===== src/rtl/pipeline_skid_stage_if.sv =====
// Valid/ready handshake bundle for a pipeline stage boundary: upstream
// (in_*) and downstream (out_*) sides of one stage register.
interface pipeline_skid_stage_if #(
    parameter int WIDTH = 32
);
    logic             in_valid;
    logic             in_ready;
    logic [WIDTH-1:0] in_data;
    logic             out_valid;
    logic             out_ready;
    logic [WIDTH-1:0] out_data;

    // master: the environment around the stage (producer + consumer)
    modport master (
        output in_valid, in_data, out_ready,
        input  in_ready, out_valid, out_data
    );

    // slave: the stage register itself
    modport slave (
        input  in_valid, in_data, out_ready,
        output in_ready, out_valid, out_data
    );
endinterface


===== src/rtl/pipeline_skid_stage.sv =====
// Pipeline boundary register with valid/ready flow control, optional
// two-entry skid buffer (registered in_ready), synchronous flush and occupancy.
module pipeline_skid_stage #(
    parameter int WIDTH          = 32,
    parameter int SKID           = 1,
    parameter int CLEAR_ON_FLUSH = 1
) (
    input  logic                  clk,
    input  logic                  rst,
    input  logic                  flush,
    pipeline_skid_stage_if.slave  bus,
    output logic [1:0]            occupancy
);

    // Encoding chosen so bit0 is the main valid and bit1 the skid valid.
    typedef enum logic [1:0] {
        ST_EMPTY = 2'b00,
        ST_ONE   = 2'b01,
        ST_FULL  = 2'b11
    } state_t;

    state_t           state_reg, state_next;
    logic [WIDTH-1:0] main_data_reg, main_data_next;
    logic [WIDTH-1:0] skid_data_reg, skid_data_next;
    logic             main_v, skid_v;
    logic             in_ready_int;
    logic             in_fire, out_fire;

    assign main_v   = state_reg[0];
    assign skid_v   = state_reg[1];
    assign in_fire  = bus.in_valid & in_ready_int;
    assign out_fire = main_v & bus.out_ready;

    generate
        if (SKID != 0) begin : g_skid
            logic in_ready_reg;

            // Ready is a flop: it only drops when the next state has both entries.
            always_ff @(posedge clk or posedge rst) begin
                if (rst) begin
                    in_ready_reg <= 1'b1;
                end else begin
                    in_ready_reg <= (state_next != ST_FULL);
                end
            end

            assign in_ready_int = in_ready_reg;
        end else begin : g_noskid
            assign in_ready_int = !main_v || bus.out_ready;
        end
    endgenerate

    always_comb begin
        state_next     = state_reg;
        main_data_next = main_data_reg;
        skid_data_next = skid_data_reg;
        if (flush) begin
            state_next = ST_EMPTY;
            if (CLEAR_ON_FLUSH != 0) begin
                main_data_next = '0;
                skid_data_next = '0;
            end
        end else begin
            case (state_reg)
                ST_EMPTY: begin
                    if (in_fire) begin
                        state_next     = ST_ONE;
                        main_data_next = bus.in_data;
                    end
                end
                ST_ONE: begin
                    if (in_fire && (out_fire || SKID == 0)) begin
                        main_data_next = bus.in_data;
                    end else if (in_fire) begin
                        state_next     = ST_FULL;
                        skid_data_next = bus.in_data;
                    end else if (out_fire) begin
                        state_next = ST_EMPTY;
                    end
                end
                ST_FULL: begin
                    // Skid always drains into main so order is preserved.
                    if (out_fire) begin
                        state_next     = ST_ONE;
                        main_data_next = skid_data_reg;
                    end
                end
                default: begin
                    state_next = ST_EMPTY;
                end
            endcase
        end
    end

    always_ff @(posedge clk or posedge rst) begin
        if (rst) begin
            state_reg     <= ST_EMPTY;
            main_data_reg <= '0;
            skid_data_reg <= '0;
        end else begin
            state_reg     <= state_next;
            main_data_reg <= main_data_next;
            skid_data_reg <= skid_data_next;
        end
    end

    assign bus.in_ready  = in_ready_int;
    assign bus.out_valid = main_v;
    assign bus.out_data  = main_data_reg;
    assign occupancy     = {1'b0, main_v} + {1'b0, skid_v};

endmodule


===== src/flat_wrapper.sv =====
// flat-port wrapper written by rule: the top's interface ports become plain ports
module pipeline_skid_stage_flat 
#(
    parameter int WIDTH          = 32,
    parameter int SKID           = 1,
    parameter int CLEAR_ON_FLUSH = 1
)
  (clk, rst, flush, occupancy, bus_in_valid, bus_in_data, bus_out_ready, bus_in_ready, bus_out_valid, bus_out_data);
  pipeline_skid_stage_if #(.WIDTH(WIDTH)) bus_i ();
  input  logic clk;
  input  logic rst;
  input  logic flush;
  output logic [1:0] occupancy;
  input wire logic [$bits(bus_i.in_valid)-1:0] bus_in_valid;
  input wire logic [$bits(bus_i.in_data)-1:0] bus_in_data;
  input wire logic [$bits(bus_i.out_ready)-1:0] bus_out_ready;
  output wire logic [$bits(bus_i.in_ready)-1:0] bus_in_ready;
  output wire logic [$bits(bus_i.out_valid)-1:0] bus_out_valid;
  output wire logic [$bits(bus_i.out_data)-1:0] bus_out_data;
  assign bus_i.in_valid = bus_in_valid;
  assign bus_i.in_data = bus_in_data;
  assign bus_i.out_ready = bus_out_ready;
  assign bus_in_ready = bus_i.in_ready;
  assign bus_out_valid = bus_i.out_valid;
  assign bus_out_data = bus_i.out_data;
  pipeline_skid_stage #(.WIDTH(WIDTH), .SKID(SKID), .CLEAR_ON_FLUSH(CLEAR_ON_FLUSH)) u_core (.clk(clk), .rst(rst), .flush(flush), .bus(bus_i), .occupancy(occupancy));
endmodule

===== config.mk =====
export PLATFORM = sky130hd
export DESIGN_NAME = pipeline_skid_stage_flat
export DESIGN_NICKNAME = d
export VERILOG_FILES = /design/src/rtl/pipeline_skid_stage_if.sv /design/src/rtl/pipeline_skid_stage.sv /design/src/flat_wrapper.sv
export SDC_FILE = /design/constraint.sdc
export NUM_CORES = 1
export LEC_CHECK = 0
export CORE_UTILIZATION = 54
export DETAILED_ROUTE_END_ITERATION = 6
export GPL_ROUTABILITY_DRIVEN = 1
export GPL_TIMING_DRIVEN = 0
export PLACE_DENSITY = 0.85
export SYNTH_ARGS = -nofsm -noshare
export SYNTH_HDL_FRONTEND = slang
export SYNTH_SLANG_ARGS = --single-unit

===== constraint.sdc =====
create_clock -name clk -period 3.3 [get_ports clk]
set_clock_uncertainty 0.2 [all_clocks]
set_input_delay 0.33 -clock clk [delete_from_list [all_inputs] [get_ports clk]]
set_output_delay 0.33 -clock clk [all_outputs]
set_load 0.1 [all_outputs]

==> results of run 1 <==
cell usage after synthesis, types with 2 or more instances:
cell type,instances
inv_1,3
a21oi_1,32
nand2_1,67
o2bb2ai_1,23
buf_2,9
mux2i_1,32
o2bb2ai_2,10
buf_6,7
clkbuf_1,4
ha_1,4
dfrtp_1,66
buf_4,2
nor2_1,2
path summary, 6_finish.rpt:
check | cells after the start | endpoint | startpoint
worst max-delay path | 3 | occupancy[0] | u_core.state_reg[0]
worst min-delay path | 2 | u_core.skid_data_reg[8] | flush
worst max register to register | 6 | u_core.bus.out_data[28] | u_core.state_reg[0]
worst min register to register | 1 | u_core.bus.out_data[25] | u_core.bus.out_data[25]
max in group asynchronous | 2 | u_core.bus.out_data[8] | rst
min in group asynchronous | 2 | u_core.skid_data_reg[18] | rst
through the flow:
| step | area, sq um | hold slack (ns) | instances | utilization [%] |
|---|---|---|---|---|
| after floorplan | 3120 | 0.261 | 279 | - |
| after global placement | 3920 | 0.271 | 422 | 70.8 |
| after detailed placement | 3930 | 0.273 | 422 | 70.8 |
| after CTS | 4120 | 0.238 | 437 | 74.3 |
| after global routing | 4120 | 0.283 | 437 | 74.3 |
| final | 4120 | 0.256 | 437 | 74.3 |
cells in the final DEF (no fill, tap or decap), types with 4 or more instances in the layout:
cell type	n
a21oi_1	32
buf_2	9
buf_6	7
clkbuf_1	6
clkbuf_8	11
clkdlybuf4s50_1	71
dfrtp_1	66
ha_1	4
mux2i_1	32
nand2_1	67
o2bb2ai_1	23
o2bb2ai_2	10
report_power, final:
part | switching [mW] | total, mW | internal [mW]
clock network | 0.297 | 0.683 | 0.386
registers | 0.0439 | 0.930 | 0.886
logic | 0.534 | 0.747 | 0.213
area by class of cell:
class                           instances  area, sq um  share of cell area [%]
Buffer                                 22          154                    3.74
Clock buffer                           13          159                    3.86
Clock inverter                          2         35.0                   0.851
Inverter                                3         13.8                   0.334
Multi-Input combinational cell        187         1280                    31.0
Sequential cell                        67         1680                    40.7
Tap cell                               72         90.1                    2.19
Timing Repair Buffer                   71          711                    17.3
metal layers:
| metal | vias up | track usage [%] |
|---|---|---|
| met4 | 0 | 11.9 |
| met1 | 1223 | 33.8 |
| met2 | 78 | 38.3 |
| li1 | 1147 | - |
| met3 | 14 | 5.23 |
| met5 | - | 0 |
worst register-to-register path, delay by kind of cell (launching register included):
family | cells | cell delay, ns
AO/OA/AOI/OAI | 3 | 0.66
adder cells (fa/ha/maj) | 1 | 0.34
buffers and inverters | 1 | 0.16
flip-flops | 1 | 0.48
AND/OR/NAND/NOR | 1 | 0.16
cell families (layout without fill, tap and decap cells):
logic type / after synthesis / count (layout) / synth area share [%]
AOI/OAI and AO/OA: 72 / 72 / 18.6
adders and majority gates: 5 / 5 / 1.92
buffers and inverters: 25 / 111 / 5.29
DFF: 67 / 67 / 53.7
muxes: 32 / 32 / 10.3
and+or+nand+nor: 78 / 78 / 10.1
==> reports/metrics.yaml, run 1 <==
cp-end-kind: "output port"
antenna_found_initial: 0
crit_path_top_delay_cell: "clkdlybuf4s50_1"
finalHoldViolations: 0
required_ns: 2.77
tightest_slew_ns: 1.00
dpl_worst_slack_ns: 0.795
critical-path-max-stage-delay_ns: 1.12
met2_wirelength_um: 3340
ys_warn_count: 0
start_util_pct: 56.3
finalMaxSlewViolations: 0
p_leak_nw: 1.67
worst-setup-path-type: "reg2out"
clockBufferDepth: 2
cap_violations: 0
synthTopCellsByArea: "dfrtp_1 53%, mux2i_1 10%, nand2_1 8.1%"
cts_sinks: 67
final.setup.tns_ns: 0
ctsResizeCount: 0
htree_levels: 3
die_w_um: 78.0
worstPathMaxFanout: 8
worstPathArrival_ns: 2.36
cts_tree: "done"
synth_ff_type: "dfrtp_1"
path_cells: "inv_1 > ha_1 > clkdlybuf4s50_1"
syn_area_sq_mm: 0.00312
rsz0062_at_grt: "false"
dp_hpwl_um: 4590
wl_met1_um: 3180
synth-seq-area-share_pct: 53.7
vias: 2462
finalCritPeriodShare_pct: 87.6
rrSetupSlack_ns: 1.22
wl_met3_um: 370
antenna_left: 0
p_total_mw: 2.36
via_per_inst: 5.63
track_usage_pct: 24.9
drtIter0Drc: 190
synth_cell_type_count: 31
row_count: 27
grt_pass1_vias: 2356
synth_top_area_share_pct: 52.9
place_congestion: 0.832
synthCells: 279
fin_ws_ns: 0.408
die_area_sq_mm: 0.00609
pin_count: 73
grt_first_pass_wirelength_um: 11500
ir_drop_uv: 411
drive_gt1_share_pct: 12.6
status: "completed"
grt-ovfl-total: 0
synth_seq_cells: 67
antenna_cells: 0
synth_nets: 320
firstDrtPassIters: 4
cts_hold_buf: 0
fin_nets: 402
grt_max_degree: 68
hold_path.class: "in2reg"
synth.avg_cell_area_sq_um: 11.2
post_cts_buffers: 0
maxUsedRoutingLayer: "met4"
slew-limit-headroom_pct: 33.0
n_fill_cell: 384
synth_top_area_cell: "dfrtp_1"
worstSetupStartpointType: "register"
drc_errors: 0
clock.fmax_mhz: 346
cp_top_family: "buffers and inverters"
powerDensity_mw_per_mm2: 573
core_sq_mm: 0.00554
period_minus_slack_ns: 2.89
async_flop_share_pct: 100
route.final.wire_length_um: 7040
port-buffer-count: 71
syn2layout_area_growth_pct: 31.9
die_h_um: 78.0
setup_viol: 0
path_buf_inv: 2
clock_latency_ns: 0.34
synth-edff-count: 0
root_buffer: "clkbuf_8"
clkTransAtPathRegs_ns: 0.07
wl_per_cell_um: 16.1
cts_buffers: 9
Power figures use the tool's default switching activity.
==> inputs of run 2 (changes only) <==
- PLACE_DENSITY: 0.85 -> unset
- PLACE_DENSITY_LB_ADDON: unset -> 0.08
==> run 2 against run 1 <==
  * Cell area down 0.21%
  * Register-to-register slack better by 0.04 ns
  * Non-clock buffer count unchanged
  * Fmax up 1.2%
  * First-iteration DRC count up 8.4%
  * Via count up 0.41%
  * Routed wire length up 3.0%
  * Worst setup slack better by 0.033 ns
  * Clock power down 4.0%
  * Critical endpoint unchanged
==> reports/metrics.yaml, run 2 (synthesis results as in run 1) <==
status: "completed"
grt_first_pass_wirelength_um: 11900  # +3.6%
grt_pass1_vias: 2366  # +0.42%
cts_sinks: 67  # unchanged
final-instance-count-excl-fill: 438  # +0.23%
hold_depth: 2  # unchanged
reg2reg_to: "u_core.bus.out_data[6]"
port-buffer-count: 71  # unchanged
vias: 2472  # +0.41%
root_buffer: "clkbuf_8"
via_per_inst: 5.64  # +0.18%
cts_buffers: 9  # unchanged
cts_hold_buf: 0  # unchanged
rr_startpoint: "u_core.state_reg[0]"
ir_drop_uv: 335  # -19%
grt_util_met2_pct: 40.2  # +1.9 points
drc_errors: 0  # unchanged
die_h_um: 78.0  # unchanged
htree_levels: 3  # unchanged
layout_commonest_cell: "clkdlybuf4s50_1"
r2r_cells: 5  # -1
place_congestion: 0.802  # -3.6%
fin_util_pct: 74.2  # -0.16 points
finalHoldViolations: 0  # unchanged
route.final.wire_length_um: 7240  # +3.0%
worst-setup-path-type: "reg2out"
ctsResizeCount: 0  # unchanged
core_sq_mm: 0.00554  # unchanged
final.setup.tns_ns: 0  # unchanged
die_w_um: 78.0  # unchanged
hold_start: "flush"
clock.fmax_mhz: 350  # +1.2%
start_util_pct: 56.3  # unchanged
antenna_found_initial: 0  # unchanged
min_to: "u_core.skid_data_reg[8]"
grtUsageMet1_pct: 36.0  # +2.2 points
grt_util_met3_pct: 5.00  # -0.23 points
clockBufferDepth: 2  # unchanged
p_total_mw: 2.33  # -1.1%
post-route-cell-area_sq_mm: 0.00411  # -0.21%
cap_violations: 0  # unchanged
worstSetupStartpointType: "register"
grt-busiest-layer: "met2"
drive_gt1_share_pct: 12.8  # +0.24 points
cts_tree: "done"
drtIter0Drc: 206  # +8.4%
fin_ws_ns: 0.441  # +0.0332 ns
grt_max_degree: 68  # unchanged
grt-ovfl-total: 0  # unchanged
required_ns: 2.77  # about the same
setup_viol: 0  # unchanged
antenna_left: 0  # unchanged
holdWs_ns: 0.260  # +0.00412 ns
placed_cells: 422  # unchanged
row_count: 27  # unchanged
clock_latency_ns: 0.33  # about the same
fin_nets: 402  # unchanged
track_usage_pct: 25.9  # +1.1 points
finalMaxSlewViolations: 0  # unchanged
hold_path.class: "in2reg"
finalCritPeriodShare_pct: 86.6  # -1.0 points
firstDrtPassIters: 4  # unchanged
tightest_slew_ns: 1.00  # +0.000866 ns
post_cts_buffers: 0  # unchanged
syn2layout_area_growth_pct: 31.7
period_minus_slack_ns: 2.86  # -0.0332 ns
dp_hpwl_um: 4580  # -0.13%
pin_count: 73  # unchanged
slew-limit-headroom_pct: 33.0  # -0.058 points
worstPathArrival_ns: 2.33  # -0.03 ns
antenna_cells: 0  # unchanged
p_leak_nw: 1.67  # -0.15%
dpl_worst_slack_ns: 0.811  # +0.0165 ns
clkTransAtPathRegs_ns: 0.07  # about the same
wl_per_cell_um: 16.5  # +2.7%
rsz0062_at_grt: "false"
mostFrequentLayoutCells: "71 x clkdlybuf4s50_1, 67 x nand2_1, 66 x dfrtp_1"
rrSetupSlack_ns: 1.26  # +0.04 ns
place_area_sq_mm: 0.00393  # unchanged
cp-end-kind: "output port"
worstPathMaxFanout: 8  # unchanged
powerDensity_mw_per_mm2: 568  # -0.90%
die_area_sq_mm: 0.00609  # unchanged
## run 2: cell count changes in the layout (fill, tap and decap cells not counted), sizes merged
| cell | before | now |
|---|---|---|
| clkbuf | 17 | 15 |
| clkinv | 1 | 4 |
## run 2: where the power goes
group	switching, mW	total, mW	internal (mW)
clock	0.309	0.656	0.347
combinational	0.535	0.748	0.213
sequential	0.0433	0.929	0.886
total	0.888	2.33	1.45
## run 2: worst max path at each step
stage | from | end | slack [ns] | cells after the start
4_1_cts | u_core.state_reg[0] | occupancy[0] | 0.44 | 3
2_1_floorplan | u_core.state_reg[0] | u_core.bus.out_data[1] | 0.06 | 6
5_1_grt | u_core.state_reg[0] | occupancy[0] | 0.37 | 3
3_3_place_gp | rst | u_core.bus.out_data[5] | -0.12 | 2
3_5_place_dp | u_core.state_reg[0] | occupancy[0] | 0.81 | 3
6_report | u_core.state_reg[0] | occupancy[0] | 0.44 | 3
## run 2: final cells by class
type,count,area [sq um]
Multi-Input combinational cell,187,1280
Clock buffer,11,131
Tap cell,72,90.1
Clock inverter,5,53.8
Fill cell,396,1430
Sequential cell,67,1680
Buffer,22,154
Inverter,3,13.8
Timing Repair Buffer,71,711
## run 2: metal layers
metal | vias to the layer above | wire (um)
met4 | 0 | 136
met2 | 79 | 3470
met1 | 1224 | 3300
met5 | - | 0
li1 | 1155 | -
met3 | 14 | 336
## run 2: critical path, stage by stage, from the launching register on
cell	delay (ns)
dfrtp_1	0.49
inv_1	0.10
ha_1	0.29
clkdlybuf4s50_1	1.12
==> inputs of run 3 (changes only) <==
- CORE_MARGIN: unset -> 10
- CORE_UTILIZATION: 54 -> 50
- PLACE_DENSITY: unset -> 0.77
- PLACE_DENSITY_LB_ADDON: 0.08 -> unset
==> run 3 against run 2 <==
  * Sequential share of layout area shrank 0.099 points
  * Largest power group unchanged
  * Critical path depth is the same
  * Final cell count grew 0.68%
  * Routed wire length grew 2.8%
  * Fmax shrank 0.84%
  * Sequential cell count is the same
  * Clock-buffer cell count grew 4
  * Cell area grew 0.24%
  * Largest cell class unchanged
  * Global-route usage shrank 11 points
==> reports/metrics.yaml, run 3 (synthesis results as in run 1) <==
status: "completed"
antenna_cells: 0  # unchanged
period_minus_slack_ns: 2.88  # +0.0242 ns
grtUsageMet1_pct: 20.0  # -16 points
fin_util_pct: 68.8  # -5.4 points
grt_max_degree: 68  # unchanged
clockBufferDepth: 2  # unchanged
critical-path-max-stage-delay_ns: 1.13  # about the same
setup_viol: 0  # unchanged
grt-ovfl-total: 0  # unchanged
root_buffer: "clkbuf_8"
dp_hpwl_um: 5140  # +12%
cts_sinks: 67  # unchanged
via_per_inst: 5.43  # -3.8%
pin_count: 73  # unchanged
cts_tree: "done"
drtIter0Drc: 75  # -64%
p_leak_nw: 1.67  # +0.16%
mostFrequentLayoutCells: "71 x clkdlybuf4s50_1, 67 x nand2_1, 66 x dfrtp_1"
grt_first_pass_wirelength_um: 12100  # +1.4%
firstDrtPassIters: 4  # unchanged
drc_errors: 0  # unchanged
ctsResizeCount: 0  # unchanged
finalMaxSlewViolations: 0  # unchanged
clock_latency_ns: 0.33  # about the same
finalHoldViolations: 0  # unchanged
p_total_mw: 2.33  # -0.37%
port-buffer-count: 71  # unchanged
place_congestion: 0.798  # -0.50%
cap_violations: 0  # unchanged
clkTransAtPathRegs_ns: 0.07  # about the same
powerDensity_mw_per_mm2: 564  # -0.61%
post-route-cell-area_sq_mm: 0.00412  # +0.24%
place_area_sq_mm: 0.00393  # about the same
worstSetupStartpointType: "register"
cts_buffers: 9  # unchanged
grt_pass1_vias: 2404  # +1.6%
hold_path.class: "in2reg"
tightest_slew_ns: 0.991  # -0.0109 ns
die_area_sq_mm: 0.00980  # +61%
required_ns: 2.77  # about the same
post_cts_buffers: 0  # unchanged
grt_util_met2_pct: 21.9  # -18 points
worstPathArrival_ns: 2.35  # +0.02 ns
worst-setup-path-type: "reg2out"
cp_top_family: "buffers and inverters"
track_usage_pct: 15.0  # -11 points
htree_levels: 3  # unchanged
antenna_left: 0  # unchanged
row_count: 28  # +3.7%
vias: 2395  # -3.1%
layout_commonest_cell: "clkdlybuf4s50_1"
dpl_worst_slack_ns: 0.783  # -0.0286 ns
cp-end-kind: "output port"
route.final.wire_length_um: 7450  # +2.8%
final.setup.tns_ns: 0  # unchanged
ir_drop_uv: 355  # +6.0%
syn2layout_area_growth_pct: 32.0
die_w_um: 99.0  # +27%
crit_path_top_delay_cell: "clkdlybuf4s50_1"
antenna_found_initial: 0  # unchanged
start_util_pct: 52.1  # -4.2 points
path_buf_inv: 2  # unchanged
rsz0062_at_grt: "false"
wl_per_cell_um: 16.9  # +2.1%
fin_ws_ns: 0.417  # -0.0242 ns
path_cells: "inv_1 > ha_1 > clkdlybuf4s50_1"
finalCritPeriodShare_pct: 87.4  # +0.73 points
cts_hold_buf: 0  # unchanged
die_h_um: 99.0  # +27%
core_sq_mm: 0.00599  # +8.1%
clock.fmax_mhz: 347  # -0.84%
worstPathMaxFanout: 8  # unchanged
drive_gt1_share_pct: 12.8  # unchanged
grt-busiest-layer: "met2"
slew-limit-headroom_pct: 33.7  # +0.73 points
grt_util_met3_pct: 4.96  # -0.042 points
fin_nets: 402  # unchanged
run 3: cell types whose count changed in the layout (fill, tap and decap cells not counted):
cell / before / now
clkbuf_8: 9 / 13
clkinv_2: 3 / 1
bufinv_16: 1 / 0
clkinv_4: 1 / 0
run 3: final cells by class:
| class | instances | area, sq um |
|---|---|---|
| buffer | 22 | 154 |
| clock buffer | 15 | 186 |
| clock inverter | 1 | 5.00 |
| fill | 439 | 1870 |
| inverter | 3 | 13.8 |
| multi-input combinational | 187 | 1280 |
| sequential | 67 | 1680 |
| tap | 75 | 93.8 |
| timing repair buffer | 71 | 711 |
run 3: layer usage:
metal	routed length, um	vias to the layer above
met5	0	-
met4	148	0
met3	462	14
met2	3300	63
met1	3540	1173
li1	-	1145
run 3: path summary, 6_finish.rpt:
path	startpoint	endpoint	slack [ns]	cells past startpoint
worst max-delay path	u_core.state_reg[0]	occupancy[0]	0.42	3
worst min-delay path	flush	u_core.skid_data_reg[8]	0.24	2
worst max register to register	u_core.state_reg[0]	u_core.bus.out_data[22]	1.26	6
worst min register to register	u_core.bus.out_data[17]	u_core.bus.out_data[17]	0.29	1
max in group asynchronous	rst	u_core.bus.out_data[16]	2.04	2
min in group asynchronous	rst	u_core.bus.out_data[12]	0.30	2
run 3: where the power goes:
part	total (mW)	internal [mW]	switching, mW
logic	0.747	0.213	0.534
clock network	0.649	0.355	0.294
registers	0.929	0.886	0.0432
total	2.33	1.45	0.871
run 3: metrics by stage:
stage,hold slack (ns),cells
finish,0.240,441
CTS,0.241,441
detailed placement,0.273,425
global route,0.291,441
global placement,0.270,425
floorplan,0.261,279
